[config.mk]
export PLATFORM = sky130hd
export DESIGN_NAME = id_ex_stage
export DESIGN_NICKNAME = d
export VERILOG_FILES = /design/src/rtl/id_ex_stage.sv
export SDC_FILE = /design/constraint.sdc
export NUM_CORES = 1
export LEC_CHECK = 0
export CELL_PAD_IN_SITES_DETAIL_PLACEMENT = 1
export CELL_PAD_IN_SITES_GLOBAL_PLACEMENT = 2
export CORE_MARGIN = 1
export CORE_UTILIZATION = 22
export DETAILED_ROUTE_END_ITERATION = 10
export GPL_TIMING_DRIVEN = 1
export PLACE_DENSITY_LB_ADDON = 0.05
export SLEW_MARGIN = 10
export SYNTH_ARGS = -nofsm -noshare
export SYNTH_HDL_FRONTEND = slang
export SYNTH_SLANG_ARGS = --single-unit
[constraint.sdc]
create_clock -name clk -period 4.3 [get_ports clk]
set_input_delay 0.86 -clock clk [delete_from_list [all_inputs] [get_ports clk]]
set_output_delay 0.86 -clock clk [all_outputs]
set_load 0.005 [all_outputs]
[src/rtl/id_ex_stage.sv]
// ID/EX pipeline register with RAW hazard detection and EX operand selection.
// Build option: define FWD_EN for the MEM/WB forwarding network; otherwise RAW hazards stall.
module id_ex_stage #(
  parameter int XLEN   = 32,
  parameter int REG_AW = 5
) (
  input  logic              clk,
  input  logic              rst_n,
  input  logic              stall,
  input  logic              flush,
  input  logic              id_valid,
  input  logic [XLEN-1:0]   id_pc,
  input  logic [XLEN-1:0]   id_rs1_data,
  input  logic [XLEN-1:0]   id_rs2_data,
  input  logic [XLEN-1:0]   id_imm,
  input  logic [REG_AW-1:0] id_rs1,
  input  logic [REG_AW-1:0] id_rs2,
  input  logic [REG_AW-1:0] id_rd,
  input  logic [4:0]        id_aluc,
  input  logic              id_src_a_pc,
  input  logic              id_src_b_imm,
  input  logic              id_reg_we,
  input  logic              id_mem_re,
  input  logic              id_mem_we,
  input  logic              id_is_branch,
  input  logic [REG_AW-1:0] mem_rd,
  input  logic              mem_reg_we,
  input  logic [XLEN-1:0]   mem_result,
  input  logic [REG_AW-1:0] wb_rd,
  input  logic              wb_reg_we,
  input  logic [XLEN-1:0]   wb_result,
  output logic              ex_valid,
  output logic [XLEN-1:0]   ex_pc,
  output logic [XLEN-1:0]   alu_a,
  output logic [XLEN-1:0]   alu_b,
  output logic [4:0]        alu_op,
  output logic [XLEN-1:0]   ex_store_data,
  output logic [REG_AW-1:0] ex_rd,
  output logic              ex_reg_we,
  output logic              ex_mem_re,
  output logic              ex_mem_we,
  output logic              ex_is_branch,
  output logic              hazard_stall
);

  logic [XLEN-1:0]   rs1_data_q, rs2_data_q, imm_q;
  logic [REG_AW-1:0] rs1_q, rs2_q;
  logic              src_a_pc_q, src_b_imm_q;
  logic [XLEN-1:0]   fwd_rs1, fwd_rs2;
  logic              raw_hazard, bubble;

  logic load_use;
  assign load_use = ex_valid & ex_mem_re & (ex_rd != '0) & id_valid &
                    ((ex_rd == id_rs1) | (ex_rd == id_rs2));

`ifdef FWD_EN
  always_comb begin
    fwd_rs1 = rs1_data_q;
    fwd_rs2 = rs2_data_q;
    if (mem_reg_we && (mem_rd != '0) && (mem_rd == rs1_q))    fwd_rs1 = mem_result;
    else if (wb_reg_we && (wb_rd != '0) && (wb_rd == rs1_q))  fwd_rs1 = wb_result;
    if (mem_reg_we && (mem_rd != '0) && (mem_rd == rs2_q))    fwd_rs2 = mem_result;
    else if (wb_reg_we && (wb_rd != '0) && (wb_rd == rs2_q))  fwd_rs2 = wb_result;
  end

  assign raw_hazard = load_use;
`else
  // WB producers need no stall: the register file writes through to the ID read.
  logic ex_raw, mem_raw;
  assign ex_raw  = ex_valid & ex_reg_we & (ex_rd != '0) &
                   ((ex_rd == id_rs1) | (ex_rd == id_rs2));
  assign mem_raw = mem_reg_we & (mem_rd != '0) &
                   ((mem_rd == id_rs1) | (mem_rd == id_rs2));

  assign fwd_rs1    = rs1_data_q;
  assign fwd_rs2    = rs2_data_q;
  assign raw_hazard = load_use | ex_raw | mem_raw;

  logic unused_fwd;
  assign unused_fwd = ^{mem_result, wb_rd, wb_reg_we, wb_result, rs1_q, rs2_q};
`endif

  assign hazard_stall  = raw_hazard & ~flush;
  assign alu_a         = src_a_pc_q  ? ex_pc : fwd_rs1;
  assign alu_b         = src_b_imm_q ? imm_q : fwd_rs2;
  assign ex_store_data = fwd_rs2;

  assign bubble = flush | hazard_stall | ~id_valid;

  // Data fields load even on a bubble; only the control fields are forced to 0.
  always_ff @(posedge clk or negedge rst_n) begin
    if (!rst_n) begin
      ex_valid     <= 1'b0;
      ex_pc        <= '0;
      rs1_data_q   <= '0;
      rs2_data_q   <= '0;
      imm_q        <= '0;
      rs1_q        <= '0;
      rs2_q        <= '0;
      ex_rd        <= '0;
      alu_op       <= '0;
      src_a_pc_q   <= 1'b0;
      src_b_imm_q  <= 1'b0;
      ex_reg_we    <= 1'b0;
      ex_mem_re    <= 1'b0;
      ex_mem_we    <= 1'b0;
      ex_is_branch <= 1'b0;
    end else if (flush || !stall) begin
      ex_pc       <= id_pc;
      rs1_data_q  <= id_rs1_data;
      rs2_data_q  <= id_rs2_data;
      imm_q       <= id_imm;
      rs1_q       <= id_rs1;
      rs2_q       <= id_rs2;
      ex_rd       <= id_rd;
      src_a_pc_q  <= id_src_a_pc;
      src_b_imm_q <= id_src_b_imm;
      if (bubble) begin
        ex_valid     <= 1'b0;
        alu_op       <= '0;
        ex_reg_we    <= 1'b0;
        ex_mem_re    <= 1'b0;
        ex_mem_we    <= 1'b0;
        ex_is_branch <= 1'b0;
      end else begin
        ex_valid     <= 1'b1;
        alu_op       <= id_aluc;
        ex_reg_we    <= id_reg_we;
        ex_mem_re    <= id_mem_re;
        ex_mem_we    <= id_mem_we;
        ex_is_branch <= id_is_branch;
      end
    end
  end

endmodule

After elaboration in Yosys (flattened, before gate mapping):

Cells that the tools add are included.

* bitwise gates (word level): 18
* reduce and logical (&&, ||, !) cells: 4
* multiplexer cells: 8
* eq/ne operators: 4

Operators by type and width (count)
* 2-to-1 mux 32 bit: 2
* equality test 5 bit: 4
* bitwise AND 1 bit: 10
* nonzero test 5 bit: 2
* OR 1 bit: 6
* 2-to-1 mux 1 bit: 5
* 2-to-1 mux 5 bit: 1
* inverter 1 bit: 2
* logical NOT 1 bit: 1
* logical OR 1 bit: 1

* logic and storage cells: 47
* register bits after elaboration: 145

Depth between registers and ports, before layout:

* depth after elaboration: 10
* gate-level depth with buffers: 6
* gate-level depth less buffers: 5

Worst setup path after synthesis:

Ideal clock, no wire load.

* path type: input -> output
* start point: in mem_rd[1]
* end point: out hazard_stall
* stages on the path: 5
* path slack: 1560 ps
* data required time: 3440 ps
* path buffers: 1
* data arrival time: 1880 ps
* cells stage by stage: or4_1 > o21ai_1 > o22ai_2 > buf_6 > nor2b_1

* word-level cells in the longest chain between the ends: 5
* elaborated cells between the ends (all ways): 8
* those cells by class: 2 x eq/ne; 5 x bitwise; 1 x reduce/logical

RTL lines
* start: declaration: RTL line 26 `input logic [REG_AW-1:0] mem_rd,`
* equality test 5 bit / nonzero test 5 bit (equally long branches): RTL line 73, 72
* OR 1 bit / bitwise AND 1 bit (equally long branches): RTL line 73, 72
* bitwise AND 1 bit *: RTL line 72 `assign mem_raw = mem_reg_we & (mem_rd != '0) &`
* OR 1 bit *: RTL line 77 `assign raw_hazard = load_use | ex_raw | mem_raw;`
* bitwise AND 1 bit *: RTL line 83 `assign hazard_stall = raw_hazard & ~flush;`
* end: declaration: RTL line 43 `output logic hazard_stall`

Every way passes the cells marked *; elsewhere a longest branch is shown, timed or not.

Worst setup path after layout:

* start point: in mem_rd[3]
* end point: out hazard_stall

Same word-level chain as after synthesis.

==> metrics.txt <==
skew final 15.1 ps; Critical Path Sink Type primary output; Fin. Hold Viols 0; Yosys cell types 23; GRT Overall Usage roughly 16%; crit start category input pin; Clk Latency, worst-skew pair 420 ps; Total Neg Setup Slack 0 ps; first-pass detailed-route iteration total 4; Stages on worst setup path 7; CP peak stage delay 520 ps; fmax 275 MHz; fin cells 1415; nets 1255; sequential share of the synthesized area 55.6%; crit path cell chain clkdlybuf4s50_1 > xor2_1 > nor3_1 > a22oi_2 > o22ai_2 > nor2b_1 > clkdlybuf4s50_1; final design utilization a little over a third; Pleak 4.93 nW; Yosys warnings 0; Reg clk slew, reported paths 60 ps; clk buf depth 2; area grow syn2layout 62.2%; clk sinks 145; first-pass GRT wire length 36800 um; Ports around 380; RSZ-0062 raised after global routing false; Max VDD drop approximately 0.23 mV; CTS tree built; Die Y 174 um; die area 30300 um^2; 1st-iter DRT viols 141; PortBufs 308; Slowest cell on crit path clkdlybuf4s50_1; most used cell, CP clkdlybuf4s50_1; worst hold stages 2; H-tree depth 4; initial cell density of the core 22.5%; post-route minimum period 3640 ps; vias per inst 4.08; Resize count post-CTS 0; Worst-Margin Slew 945 ps; WL/cell 16.7 um; Core ar. 28900 um^2; Residual DRC 0; Antenna diodes 0; status finished clean; syn_nets 959; vias in the first global route 6135; largest net degree at the start of global routing 95; Routed Antenna Nets 0; crit share post-route 84.6%; CTS Buf Count 17; critical setup path kind input pin to primary output; Worst Hold Class flop to flop; synthesized area per cell ~9 um^2; Die Wd 174 um; critical path data required time 3440 ps; post-synthesis instance total 724; Inst Count DP 1385; # rows 62; Top delay family on crit path buffers and inverters; total number of vias approximately 5800; antenna violations before repair 0; relative slew slack between 30% and 40%; Slew Viols, Final 0; buffers plus inverters on the worst setup path 2; pwr/cell area 354 nW/um^2; Post-CTS Hold Buffers 0; critical path arrival 2780 ps; clock tree root buffer cell clkbuf_16; gr ovfl total 0; final setup vio count 0; Register-to-Register Path Depth 5; Cell Area, Synth 6520 um^2; # Max-Cap Violations 0; placed wire-length estimate between 15000 and 20000 um; Worst Path Max Fanout 3; Placer Congestion 0.753; Detailed Route WL 23700 um; share of layout cells above drive strength 1 5.53%; synthesized flop and latch total 145; postcts setup bufs 0
where the power goes:
group	internal [mW]	leakage, nW	switching (mW)
clock	0.790	0.257	0.631
sequential	1.47	1.75	0.0863
combinational	0.470	2.92	0.297
area by class of cell:
cell class / instances / area, um^2
multi-input cells: 530 / 2720
clock buffers: 17 / 425
inverters: 9 / 33.8
well taps: 384 / 480
repair buffers: 317 / 3180
flip-flops and latches: 145 / 3630
clock inverters: 13 / 115
fillers: 3290 / 18400
stage by stage:
stage / cell area (um^2) / power (mW) / setup slack, ps / hold WS (ps)
floorplan: 6520 / 1.81 / 1560 / 432
global placement: 10000 / 2.37 / 664 / 443
detailed placement: 10000 / 2.37 / 685 / 451
CTS: 10600 / 3.83 / 672 / 467
global route: 10600 / 3.95 / 564 / 485
finish: 10600 / 3.75 / 663 / 460
cell usage in the layout (no fill, tap or decap):
| master | n |
|---|---|
| a21o_1 | 1 |
| a22oi_1 | 1 |
| a22oi_2 | 1 |
| buf_12 | 2 |
| buf_4 | 7 |
| buf_6 | 1 |
| bufinv_16 | 1 |
| clkbuf_16 | 17 |
| clkdlybuf4s50_1 | 307 |
| clkinv_2 | 4 |
| clkinv_4 | 2 |
| clkinvlp_4 | 4 |
| dfrtp_1 | 144 |
| dfrtp_2 | 1 |
| inv_1 | 9 |
| inv_6 | 2 |
| mux2_1 | 61 |
| mux2_2 | 3 |
| nand2_1 | 416 |
| nand2b_4 | 1 |
| nor2_1 | 5 |
| nor2b_1 | 1 |
| nor2b_4 | 1 |
| nor3_1 | 4 |
| o211ai_2 | 1 |
| o21ai_1 | 2 |
| o22ai_2 | 1 |
| o31ai_1 | 1 |
| o31ai_2 | 8 |
| or4_1 | 2 |
| xor2_1 | 20 |
sequential cells by signal, summed over array words and instances, names as in the netlist, 5 cells and up:
| register | count |
|---|---|
| alu_op | 5 |
| ex_pc | 32 |
| imm_q | 32 |
| ex_rd | 5 |
| ex_store_data | 32 |
| fwd_rs1 | 32 |
logic make-up after synthesis:
family          count (synthesis)  synth area share (%)
compound gates                 16                  2.61
xor+xnor                       20                  2.69
buf+inv                        49                  2.97
flops                         145                  55.6
mux                            64                  11.0
simple gates                  430                  25.1
synthesized netlist by cell type:
| cell type | n | share of area, % |
|---|---|---|
| inv_1 | 9 | 0.52 |
| buf_1 | 4 | 0.23 |
| nand2_1 | 416 | 24 |
| o31ai_2 | 8 | 1.5 |
| a21o_1 | 1 | 0.12 |
| buf_2 | 2 | 0.15 |
| nand2b_1 | 1 | 0.096 |
| nor3_1 | 4 | 0.31 |
| a22oi_2 | 1 | 0.19 |
| mux2_2 | 3 | 0.52 |
| a22oi_1 | 1 | 0.12 |
| o22ai_2 | 1 | 0.19 |
| o31ai_1 | 1 | 0.12 |
| or4_1 | 2 | 0.23 |
| mux2_1 | 61 | 11 |
| nor2_1 | 5 | 0.29 |
| clkbuf_1 | 33 | 1.9 |
| nor2b_1 | 2 | 0.19 |
| xor2_1 | 20 | 2.7 |
| o211ai_2 | 1 | 0.19 |
| buf_6 | 1 | 0.17 |
| dfrtp_1 | 145 | 56 |
| o21ai_1 | 2 | 0.15 |
per-layer routing:
| metal | routed length, um | part of all wire [%] | global-route usage, % | up-vias |
|---|---|---|---|---|
| met3 | 1940 | 8.2 | 6.15 | 15 |
| met4 | 253 | 1.1 | 4.20 | 0 |
| met2 | 10500 | 45 | 24.3 | 183 |
| met1 | 10900 | 46 | 20.8 | 2731 |
| li1 | - | - | - | 2844 |
| met5 | 0 | 0 | 0 | - |
tightest hold or removal path, stage by stage, from the launching register on:
cell,delay [ps]
dfrtp_1,340
nand2_1,50
nand2_1,40
final timing paths:
| kind | startpoint | endpoint | slack (ps) |
|---|---|---|---|
| max reg2reg | ex_rd[3] | alu_op[1] | 2460 |
| max in group asynchronous | rst_n | src_a_pc_q | 2820 |
| min in group asynchronous | rst_n | ex_pc[27] | 520 |
| min | fwd_rs1[28] | fwd_rs1[28] | 460 |
| max | mem_rd[3] | hazard_stall | 660 |
| min reg2reg | fwd_rs1[28] | fwd_rs1[28] | 460 |
Note: power is estimated with default switching activity, not from simulation.
